--- src/rtl/uart_receiver.sv ---
// uart_receiver: 8-E-1 UART receive path with 16x oversampling.
// RxD is double-registered into the clock domain. A baud divider produces
// sample ticks, and each bit is resolved by a 2-of-3 vote over ticks 7/8/9.
// The recovered byte is presented with level status flags.
`timescale 1ns/1ps
module uart_receiver #(
  parameter int CLK_HZ     = 50000000,
  parameter int OVERSAMPLE = 16
) (
  input  logic       clock,
  input  logic       reset,
  input  logic [2:0] baud_select,
  input  logic       Rx_EN,
  input  logic       RxD,
  output logic [7:0] Rx_DATA,
  output logic       Rx_VALID,
  output logic       Rx_PERROR,
  output logic       Rx_FERROR
);

  localparam int TICK_W = $clog2(OVERSAMPLE);

  // Rounded clocks-per-tick. At 50 MHz these evaluate to
  // 10417/2604/651/326/163/81/54/27.
  localparam logic [13:0] DIV_300    = 14'((CLK_HZ +    300*OVERSAMPLE/2) / (   300*OVERSAMPLE));
  localparam logic [13:0] DIV_1200   = 14'((CLK_HZ +   1200*OVERSAMPLE/2) / (  1200*OVERSAMPLE));
  localparam logic [13:0] DIV_4800   = 14'((CLK_HZ +   4800*OVERSAMPLE/2) / (  4800*OVERSAMPLE));
  localparam logic [13:0] DIV_9600   = 14'((CLK_HZ +   9600*OVERSAMPLE/2) / (  9600*OVERSAMPLE));
  localparam logic [13:0] DIV_19200  = 14'((CLK_HZ +  19200*OVERSAMPLE/2) / ( 19200*OVERSAMPLE));
  localparam logic [13:0] DIV_38400  = 14'((CLK_HZ +  38400*OVERSAMPLE/2) / ( 38400*OVERSAMPLE));
  localparam logic [13:0] DIV_57600  = 14'((CLK_HZ +  57600*OVERSAMPLE/2) / ( 57600*OVERSAMPLE));
  localparam logic [13:0] DIV_115200 = 14'((CLK_HZ + 115200*OVERSAMPLE/2) / (115200*OVERSAMPLE));

  localparam logic [TICK_W-1:0] T_S0   = TICK_W'(7);
  localparam logic [TICK_W-1:0] T_S1   = TICK_W'(8);
  localparam logic [TICK_W-1:0] T_MID  = TICK_W'(9);
  localparam logic [TICK_W-1:0] T_LAST = TICK_W'(OVERSAMPLE - 1);

  typedef enum logic [2:0] {S_IDLE, S_START, S_DATA, S_PARITY, S_STOP} state_t;

  function automatic logic [13:0] div_for(input logic [2:0] sel);
    case (sel)
      3'd0:    div_for = DIV_300;
      3'd1:    div_for = DIV_1200;
      3'd2:    div_for = DIV_4800;
      3'd3:    div_for = DIV_9600;
      3'd4:    div_for = DIV_19200;
      3'd5:    div_for = DIV_38400;
      3'd6:    div_for = DIV_57600;
      default: div_for = DIV_115200;
    endcase
  endfunction

  function automatic logic majority3(input logic a, input logic b, input logic c);
    majority3 = (a & b) | (a & c) | (b & c);
  endfunction

  logic              rxd_meta_q, rxd_sync_q, rxd_prev_q;
  logic [13:0]       div_q, div_d;
  logic [13:0]       div_sel;
  logic              sample_tick;
  logic              line_fall;
  logic              restart;
  state_t            state_q;
  logic [TICK_W-1:0] tick_q;
  logic [2:0]        bit_q;
  logic [1:0]        samp_q;
  logic [7:0]        shift_q;
  logic              par_q;
  logic              bit_now;
  logic              par_bad;

  assign div_sel   = div_for(baud_select);
  assign line_fall = rxd_prev_q & ~rxd_sync_q;
  assign restart   = Rx_EN & (state_q == S_IDLE) & line_fall;
  // Only meaningful at tick 9, once both earlier samples are captured.
  assign bit_now   = majority3(samp_q[0], samp_q[1], rxd_sync_q);
  assign par_bad   = par_q ^ (^shift_q);

  // Bring RxD into the clock domain and keep one more stage for edge detect.
  always_ff @(posedge clock or posedge reset) begin
    if (reset) begin
      rxd_meta_q <= 1'b1;
      rxd_sync_q <= 1'b1;
      rxd_prev_q <= 1'b1;
    end else begin
      rxd_meta_q <= RxD;
      rxd_sync_q <= rxd_meta_q;
      rxd_prev_q <= rxd_sync_q;
    end
  end

  // Divider next state; a start edge reloads it so the edge itself is tick 0.
  always_comb begin
    sample_tick = Rx_EN & (div_q == 14'd0);
    div_d       = div_q;
    if (!Rx_EN)
      div_d = 14'd0;
    else if (restart || div_q == 14'd0)
      div_d = div_sel - 14'd1;
    else
      div_d = div_q - 14'd1;
  end

  // Baud divider register.
  always_ff @(posedge clock or posedge reset) begin
    if (reset) div_q <= 14'd0;
    else       div_q <= div_d;
  end

  // Frame FSM with registered byte and status outputs.
  always_ff @(posedge clock or posedge reset) begin
    if (reset) begin
      state_q   <= S_IDLE;
      tick_q    <= '0;
      bit_q     <= 3'd0;
      samp_q    <= 2'b00;
      shift_q   <= 8'h00;
      par_q     <= 1'b0;
      Rx_DATA   <= 8'h00;
      Rx_VALID  <= 1'b0;
      Rx_PERROR <= 1'b0;
      Rx_FERROR <= 1'b0;
    end else if (!Rx_EN) begin
      state_q   <= S_IDLE;
      tick_q    <= '0;
      bit_q     <= 3'd0;
      samp_q    <= 2'b00;
      Rx_VALID  <= 1'b0;
      Rx_PERROR <= 1'b0;
      Rx_FERROR <= 1'b0;
    end else if (state_q == S_IDLE) begin
      if (line_fall) begin
        state_q <= S_START;
        tick_q  <= TICK_W'(1);
      end
    end else if (sample_tick) begin
      tick_q <= tick_q + 1'b1;
      if (tick_q == T_S0) samp_q[0] <= rxd_sync_q;
      if (tick_q == T_S1) samp_q[1] <= rxd_sync_q;
      case (state_q)
        S_START: begin
          if (tick_q == T_MID && bit_now) begin
            state_q <= S_IDLE;
            tick_q  <= '0;
          end else if (tick_q == T_LAST) begin
            state_q   <= S_DATA;
            bit_q     <= 3'd0;
            Rx_VALID  <= 1'b0;
            Rx_PERROR <= 1'b0;
            Rx_FERROR <= 1'b0;
          end
        end
        S_DATA: begin
          if (tick_q == T_MID) shift_q <= {bit_now, shift_q[7:1]};
          if (tick_q == T_LAST) begin
            if (bit_q == 3'd7) state_q <= S_PARITY;
            else               bit_q   <= bit_q + 3'd1;
          end
        end
        S_PARITY: begin
          if (tick_q == T_MID)  par_q   <= bit_now;
          if (tick_q == T_LAST) state_q <= S_STOP;
        end
        S_STOP: begin
          if (tick_q == T_MID) begin
            Rx_DATA   <= shift_q;
            Rx_FERROR <= ~bit_now;
            Rx_PERROR <= par_bad;
            Rx_VALID  <= bit_now & ~par_bad;
            state_q   <= S_IDLE;
            tick_q    <= '0;
          end
        end
        default: begin
          state_q <= S_IDLE;
          tick_q  <= '0;
        end
      endcase
    end
  end

endmodule

--- config.mk ---
export PLATFORM = sky130hd
export DESIGN_NAME = uart_receiver
export DESIGN_NICKNAME = d
export VERILOG_FILES = /design/src/rtl/uart_receiver.sv
export SDC_FILE = /design/constraint.sdc
export NUM_CORES = 1
export LEC_CHECK = 0
export CORE_MARGIN = 3
export CORE_UTILIZATION = 35
export DETAILED_ROUTE_END_ITERATION = 10
export SYNTH_ARGS = -nofsm -noshare
export SYNTH_HDL_FRONTEND = slang
export SYNTH_SLANG_ARGS = --single-unit
--- constraint.sdc ---
create_clock -name clock -period 7.62 [get_ports clock]
set_input_delay 1.143 -clock clock [delete_from_list [all_inputs] [get_ports clock]]
set_output_delay 1.143 -clock clock [all_outputs]
set_load 0.01 [all_outputs]
==> results of run 1 <==
stage by stage:
stage,hold slack (ps),instances,utilization,worst slack (ps),area (um^2)
after detailed placement,349,390,0.395,3110,3070
after global placement,347,390,0.395,3220,3070
after CTS,363,398,0.407,3460,3160
final,360,398,0.407,3380,3160
after global routing,368,398,0.407,3150,3160
after floorplan,345,282,-,4030,2810
flip-flops by register name, summed over array words and instances, names as in the netlist:
register and flops:
shift_q 8, div_q 14, Rx_FERROR 1, Rx_DATA 8, tick_q 4, rxd_meta_q 1, state_q 3, bit_q 3
rxd_prev_q 1, Rx_VALID 1, par_q 1, samp_q 2, Rx_PERROR 1, rxd_sync_q 1
kinds of logic after synthesis:
| group | Yosys count | share of synthesized area |
|---|---|---|
| xor gates and xnor gates | 15 | 0.0467 |
| adders and majority gates | 7 | 0.0303 |
| muxes | 28 | 0.108 |
| DFF | 49 | 0.437 |
| and+or+nand+nor | 106 | 0.208 |
| buffers and inverters | 23 | 0.0320 |
| AOI/OAI and AO/OA | 54 | 0.138 |
layout make-up:
type                    count  area (um^2)
clock buffers               5         68.8
clock inverters             3         25.0
fillers                   777         4610
inverters                  11         41.3
well taps                 102          128
repair buffers             18          178
multi-input cells         210         1490
flip-flops and latches     49         1230
power groups by stage:
stage          Clock [mW]  Combinational, mW  Sequential (mW)
6_report            0.163              0.354            0.342
5_1_grt             0.181              0.396            0.351
4_1_cts             0.172              0.351            0.341
3_5_place_dp            0              0.348            0.346
3_3_place_gp            0              0.346            0.347
2_1_floorplan           0              0.285            0.331
worst max path at each step:
stage / endpoint / slack (ps) / depth (start not counted)
floorplan: div_q[6]$_DFF_PP0_ / 4030 / 13
global placement: div_q[6]$_DFF_PP0_ / 3220 / 13
detailed placement: div_q[6]$_DFF_PP0_ / 3110 / 12
CTS: div_q[6]$_DFF_PP0_ / 3460 / 12
global route: div_q[6]$_DFF_PP0_ / 3150 / 13
finish: div_q[12]$_DFF_PP0_ / 3380 / 12
cell usage after synthesis, drive strengths merged (3+ instances only):
| library cell | instances | area [um^2] |
|---|---|---|
| dfrtp | 46 | 1150 |
| nor2 | 25 | 93.8 |
| nand2 | 24 | 95.1 |
| mux2 | 19 | 214 |
| a21oi | 14 | 70.1 |
| o21ai | 12 | 60.1 |
| xnor2 | 12 | 105 |
| inv | 11 | 41.3 |
| nand3 | 10 | 50.1 |
| clkbuf | 9 | 33.8 |
| mux2i | 9 | 90.1 |
| nor3 | 8 | 45.0 |
| ha | 6 | 75.1 |
| nand2b | 6 | 37.5 |
| nor4 | 5 | 52.6 |
| a211oi | 4 | 30.0 |
| and3 | 4 | 25.0 |
| o211ai | 4 | 40.0 |
| or4 | 4 | 30.0 |
| and4 | 3 | 28.8 |
| buf | 3 | 15.0 |
| dfstp | 3 | 78.8 |
| o211a | 3 | 30.0 |
| o22ai | 3 | 18.8 |
| o31ai | 3 | 32.5 |
| or3 | 3 | 18.8 |
| or3b | 3 | 26.3 |
| xor2 | 3 | 26.3 |
critical path: cells and delay by family:
| family | cells | cell delay [ps] |
|---|---|---|
| simple gates | 5 | 1430 |
| compound gates | 4 | 590 |
| fa+ha+maj | 1 | 250 |
| buf+inv | 2 | 1060 |
layer usage:
metal  up-vias  track usage
met5         -            0
met4         0       0.0438
met3         4       0.0300
met2        55        0.207
met1      1035        0.204
li1       1047            -
==> flow_metrics.tcl, run 1 <==
set metrics [dict create \
    holdPathEnd "rxd_sync_q$_DFF_PP1_" \
    grt_pass1_vias 2058 \
    pwr-share-seq 0.398 \
    drt_iter0_markers 91 \
    core_mm2 0.00777 \
    track_usage 0.140 \
    firstDrtPassIters 4 \
    rsz0062_at_grt "false" \
    finalSetupViolations 0 \
    antenna_found_initial 0 \
    r2r_slack_ps 4480 \
    maxCapViolations 0 \
    synth_edf_count 0 \
    crit_top_cell "a21oi_1" \
    io_pins 18 \
    synth.distinct_cells 55 \
    cts_setup_buffers 0 \
    finalCriticalPeriod_ps 4240 \
    clk_latency_ps 310 \
    gp_congestion 0.813 \
    syn_nets 295 \
    p_int_mw 0.508 \
    fmax_mhz 236 \
    clockRootBuffer "clkbuf_8" \
    yosysWarningCount 0 \
    ctsHoldBuffers 0 \
    clkPwrFrac 0.190 \
    timing.rr.end "div_q[12]$_DFF_PP0_" \
    drc 0 \
    layout_common_cells "dfrtp_1, nor2_1, nand2_1" \
    vias 2141 \
    cts_buffers 5 \
    grt_max_degree 50 \
    hold-path-cell-count 0 \
    crit_slowest_cell "clkdlybuf4s50_1" \
    die_area_mm2 0.00914 \
    cts_tree "done" \
    clock-sinks 49 \
    cts_resized 0 \
    start_util 0.362 \
    hold_violations 0 \
    crit_start "Rx_EN" \
    dieWidth_um 95.6 \
    cp.arrival_ps 4480 \
    power.leakage_nw 1.38 \
    ys_seq_elements 49 \
    num_rows 32 \
    ys.flop_type "dfrtp_1" \
    grt_first_pass_wirelength_mm 10.0 \
    synthCells 282 \
    synth_area_mm2 0.00281 \
    clk_path_buf_depth 2 \
    powerDensity_mw_per_mm2 272 \
    path_clk_slew_ps 100 \
    htreeDepth 2 \
    startpoint_type "input port" \
    wl_met2_mm 2.62 \
    layout-drive-gt1-share 0.166 \
    hp-class "reg -> reg" \
    outcome "completed" \
    crit_type "in -> reg" \
    wl_per_cell_um 14.9 \
    comb_power_share 0.412 \
    worstPathCellList "clkdlybuf4s50_1 -> nor2b_1 -> and3_1 -> a21oi_1 -> buf_4 -> nor2_1 -> a21oi_1 -> ha_1 -> nor3b_1 -> o211ai_1 -> or3_1 -> a21oi_1" \
    route.final.wire_length_mm 5.91 \
    max-slew-margin-rel 0.309 \
    slowest_delay_ps 780 \
    clock_skew_ps 12.7 \
    yosysSeqAreaShare 0.437 \
    reg2reg_from "div_q[1]$_DFF_PP0_" \
    end_kind "flop" \
    diodes 0 \
    switching_share 0.409 \
    finalPower_mw 0.860 \
    ant_nets 0 \
    viasPerCell 5.38 \
    worstPathMaxFanout 22 \
    worst_ep_required_time_ps 7860 \
    syn_avg_cell_area_um2 9.97 \
    grt_overflow 0 \
    drv_slew 0 \
    drt-met1-wl_mm 2.99 \
    post-route-period-util 0.557 \
    dp_hpwl_mm 4.10 \
    highest_layer "met4" \
    worst_r2r_path_depth 10 \
    numPortBuffers 17 \
    met3_length_um 270 \
    worstMarginPinSlew_ps 1030 \
    vdd_drop_max_mv 0.108 \
    switchingPower_mw 0.352 \
    ys_async_sr_fraction 1.00 \
    min_from "rxd_meta_q$_DFF_PP1_" \
    setup_tns_ps 0 \
    areaGrowthSynthToFinish_pct 12.5 \
    finalNetCount 308 \
    mostFrequentLayoutCell "dfrtp_1" \
    die_h_um 95.6 \
]
(Power assumes the default switching activity.)
==> inputs of run 2 (changes only) <==
- clock period: 7.62 -> 3.5 ns (I/O delays scaled with it)
==> run 2 against run 1 <==
Critical path depth shrank 1. Worst setup slack lost 2900 ps. Non-clock buffer count is 5 higher. Combinational power increased by 120%. Critical endpoint is now div_q[6]$_DFF_PP0_. Largest cell class unchanged. Largest power group unchanged.
==> flow_metrics.tcl, run 2 (synthesis results as in run 1) <==
set metrics [dict create \
    outcome "completed" \
    numPortBuffers 17 \
    rsz0062_at_grt "false" \
    diodes 0 \
    p_int_mw 1.14 \
    cts_setup_buffers 0 \
    htreeDepth 2 \
    pwr-share-seq 0.395 \
    startpoint_type "flop" \
    ctsHoldBuffers 0 \
    switchingPower_mw 0.759 \
    grt_max_degree 50 \
    fill_cells 789 \
    final_util 0.412 \
    worstPathMaxFanout 9 \
    num_rows 32 \
    fmax_mhz 334 \
    worst_ep_required_time_ps 3730 \
    cp.arrival_ps 3220 \
    min_from "rxd_meta_q$_DFF_PP1_" \
    gp_congestion 0.840 \
    clock-sinks 49 \
    track_usage 0.139 \
    reg2reg_from "div_q[4]$_DFF_PP0_" \
    finalNetCount 313 \
    areaGrowthSynthToFinish_pct 13.9 \
    grt_first_pass_wirelength_mm 10.1 \
    die_h_um 95.6 \
    start_util 0.362 \
    finalSetupViolations 0 \
    powerDensity_mw_per_mm2 592 \
    path_clk_slew_ps 100 \
    mostFrequentLayoutCell "dfrtp_1" \
    post-route-period-util 0.856 \
    worstPathCellList "nor4_2 -> and4_4 -> a21oi_1 -> buf_4 -> a21oi_1 -> ha_1 -> or3b_2 -> nor3_1 -> xor2_1 -> nand2_1 -> a21oi_1" \
    cts_resized 0 \
    worst_r2r_path_depth 11 \
    finalCriticalPeriod_ps 2990 \
    drv_slew 0 \
    clock_skew_ps 10.1 \
    drt_iter0_markers 109 \
    vdd_drop_max_mv 0.198 \
    comb_power_share 0.414 \
    die_area_mm2 0.00914 \
    largest_reg_flops 14 \
    crit_start "div_q[4]$_DFF_PP0_" \
    end_kind "flop" \
    layout-drive-gt1-share 0.179 \
    crit_slowest_cell "or3b_2" \
    slowest_delay_ps 520 \
    layout_common_cells "dfrtp_1, nor2_1, nand2_1" \
    viasPerCell 5.26 \
    vias 2121 \
    drc 0 \
    ant_nets 0 \
    grt_pass1_vias 2077 \
    route.final.wire_length_mm 5.93 \
    worstMarginPinSlew_ps 1040 \
    max-slew-margin-rel 0.307 \
    crit_type "reg -> reg" \
    dieWidth_um 95.6 \
    hold_violations 0 \
    clockRootBuffer "clkbuf_8" \
    wl_per_cell_um 14.7 \
    switching_share 0.401 \
    cts_buffers 5 \
    clkPwrFrac 0.191 \
    antenna_found_initial 0 \
    clk_latency_ps 310 \
    clk_path_buf_depth 2 \
    setup_tns_ps 0 \
    firstDrtPassIters 4 \
    io_pins 18 \
    hp-class "reg -> reg" \
    hold-path-cell-count 0 \
    reg.largest.list "div_q: 14 flops, Rx_DATA: 8 flops, shift_q: 8 flops" \
    crit_top_cell "a21oi_1" \
    dp_hpwl_mm 4.20 \
    top_register "div_q" \
    grt_overflow 0 \
    maxCapViolations 0 \
    cts_tree "done" \
    core_mm2 0.00777 \
    power.leakage_nw 1.41 \
]
[run 2: cell types whose count changed in the layout (fill, tap and decap cells not counted), sizes merged]
| cell | delta |
|---|---|
| clkinv | +1 |
| clkinvlp | -1 |
| buf | +5 |
[run 2: area by class of cell]
class	instances	area, um^2	area share
clock inverters	3	28.8	0.00898
repair buffers	23	215	0.0672
clock buffers	5	68.8	0.0215
multi-input cells	210	1490	0.466
inverters	11	41.3	0.0129
well taps	102	128	0.0398
flip-flops and latches	49	1230	0.384
[run 2: worst paths after layout]
| path | end | slack (ps) |
|---|---|---|
| max in group asynchronous | state_q[2]$_DFFE_PP0P_ | 2090 |
| hold reg to reg | rxd_sync_q$_DFF_PP1_ | 370 |
| setup / recovery | div_q[6]$_DFF_PP0_ | 510 |
| setup reg to reg | div_q[6]$_DFF_PP0_ | 510 |
| hold / removal | rxd_sync_q$_DFF_PP1_ | 370 |
| min in group asynchronous | samp_q[0]$_DFFE_PP0P_ | 780 |
[run 2: power by group through the flow]
stage / logic, mW / registers, mW / clock network, mW
after global placement: 0.777 / 0.753 / 0
after floorplan: 0.621 / 0.722 / 0
after detailed placement: 0.779 / 0.757 / 0
after global routing: 0.875 / 0.760 / 0.399
after CTS: 0.784 / 0.746 / 0.381
final: 0.784 / 0.749 / 0.362
[run 2: per-stage QoR]
stage | area (um^2) | instances | worst slack (ps) | hold WS (ps) | total power, mW
3_5_place_dp | 3110 | 395 | 243 | 354 | 1.54
4_1_cts | 3200 | 403 | 483 | 370 | 1.91
3_3_place_gp | 3110 | 395 | 325 | 346 | 1.53
2_1_floorplan | 2810 | 282 | 530 | 345 | 1.34
6_report | 3200 | 403 | 505 | 365 | 1.89
5_1_grt | 3200 | 403 | 326 | 376 | 2.03
[run 2: critical path, delay by kind of cell, from the launching register on]
family,cells,cell delay (ps)
buffers and inverters,1,160
adder cells (fa/ha/maj),1,250
AO/OA/AOI/OAI,3,340
AND/OR/NAND/NOR,5,1520
XOR/XNOR,1,170
flip-flops,1,470
[run 2: per-layer routing]
layer,global-route usage,up-vias,wire [um]
met2,0.214,18,2730
met5,0,-,0
met4,0.0355,0,34
met3,0.0221,2,106
met1,0.203,1051,3060
li1,-,1050,-
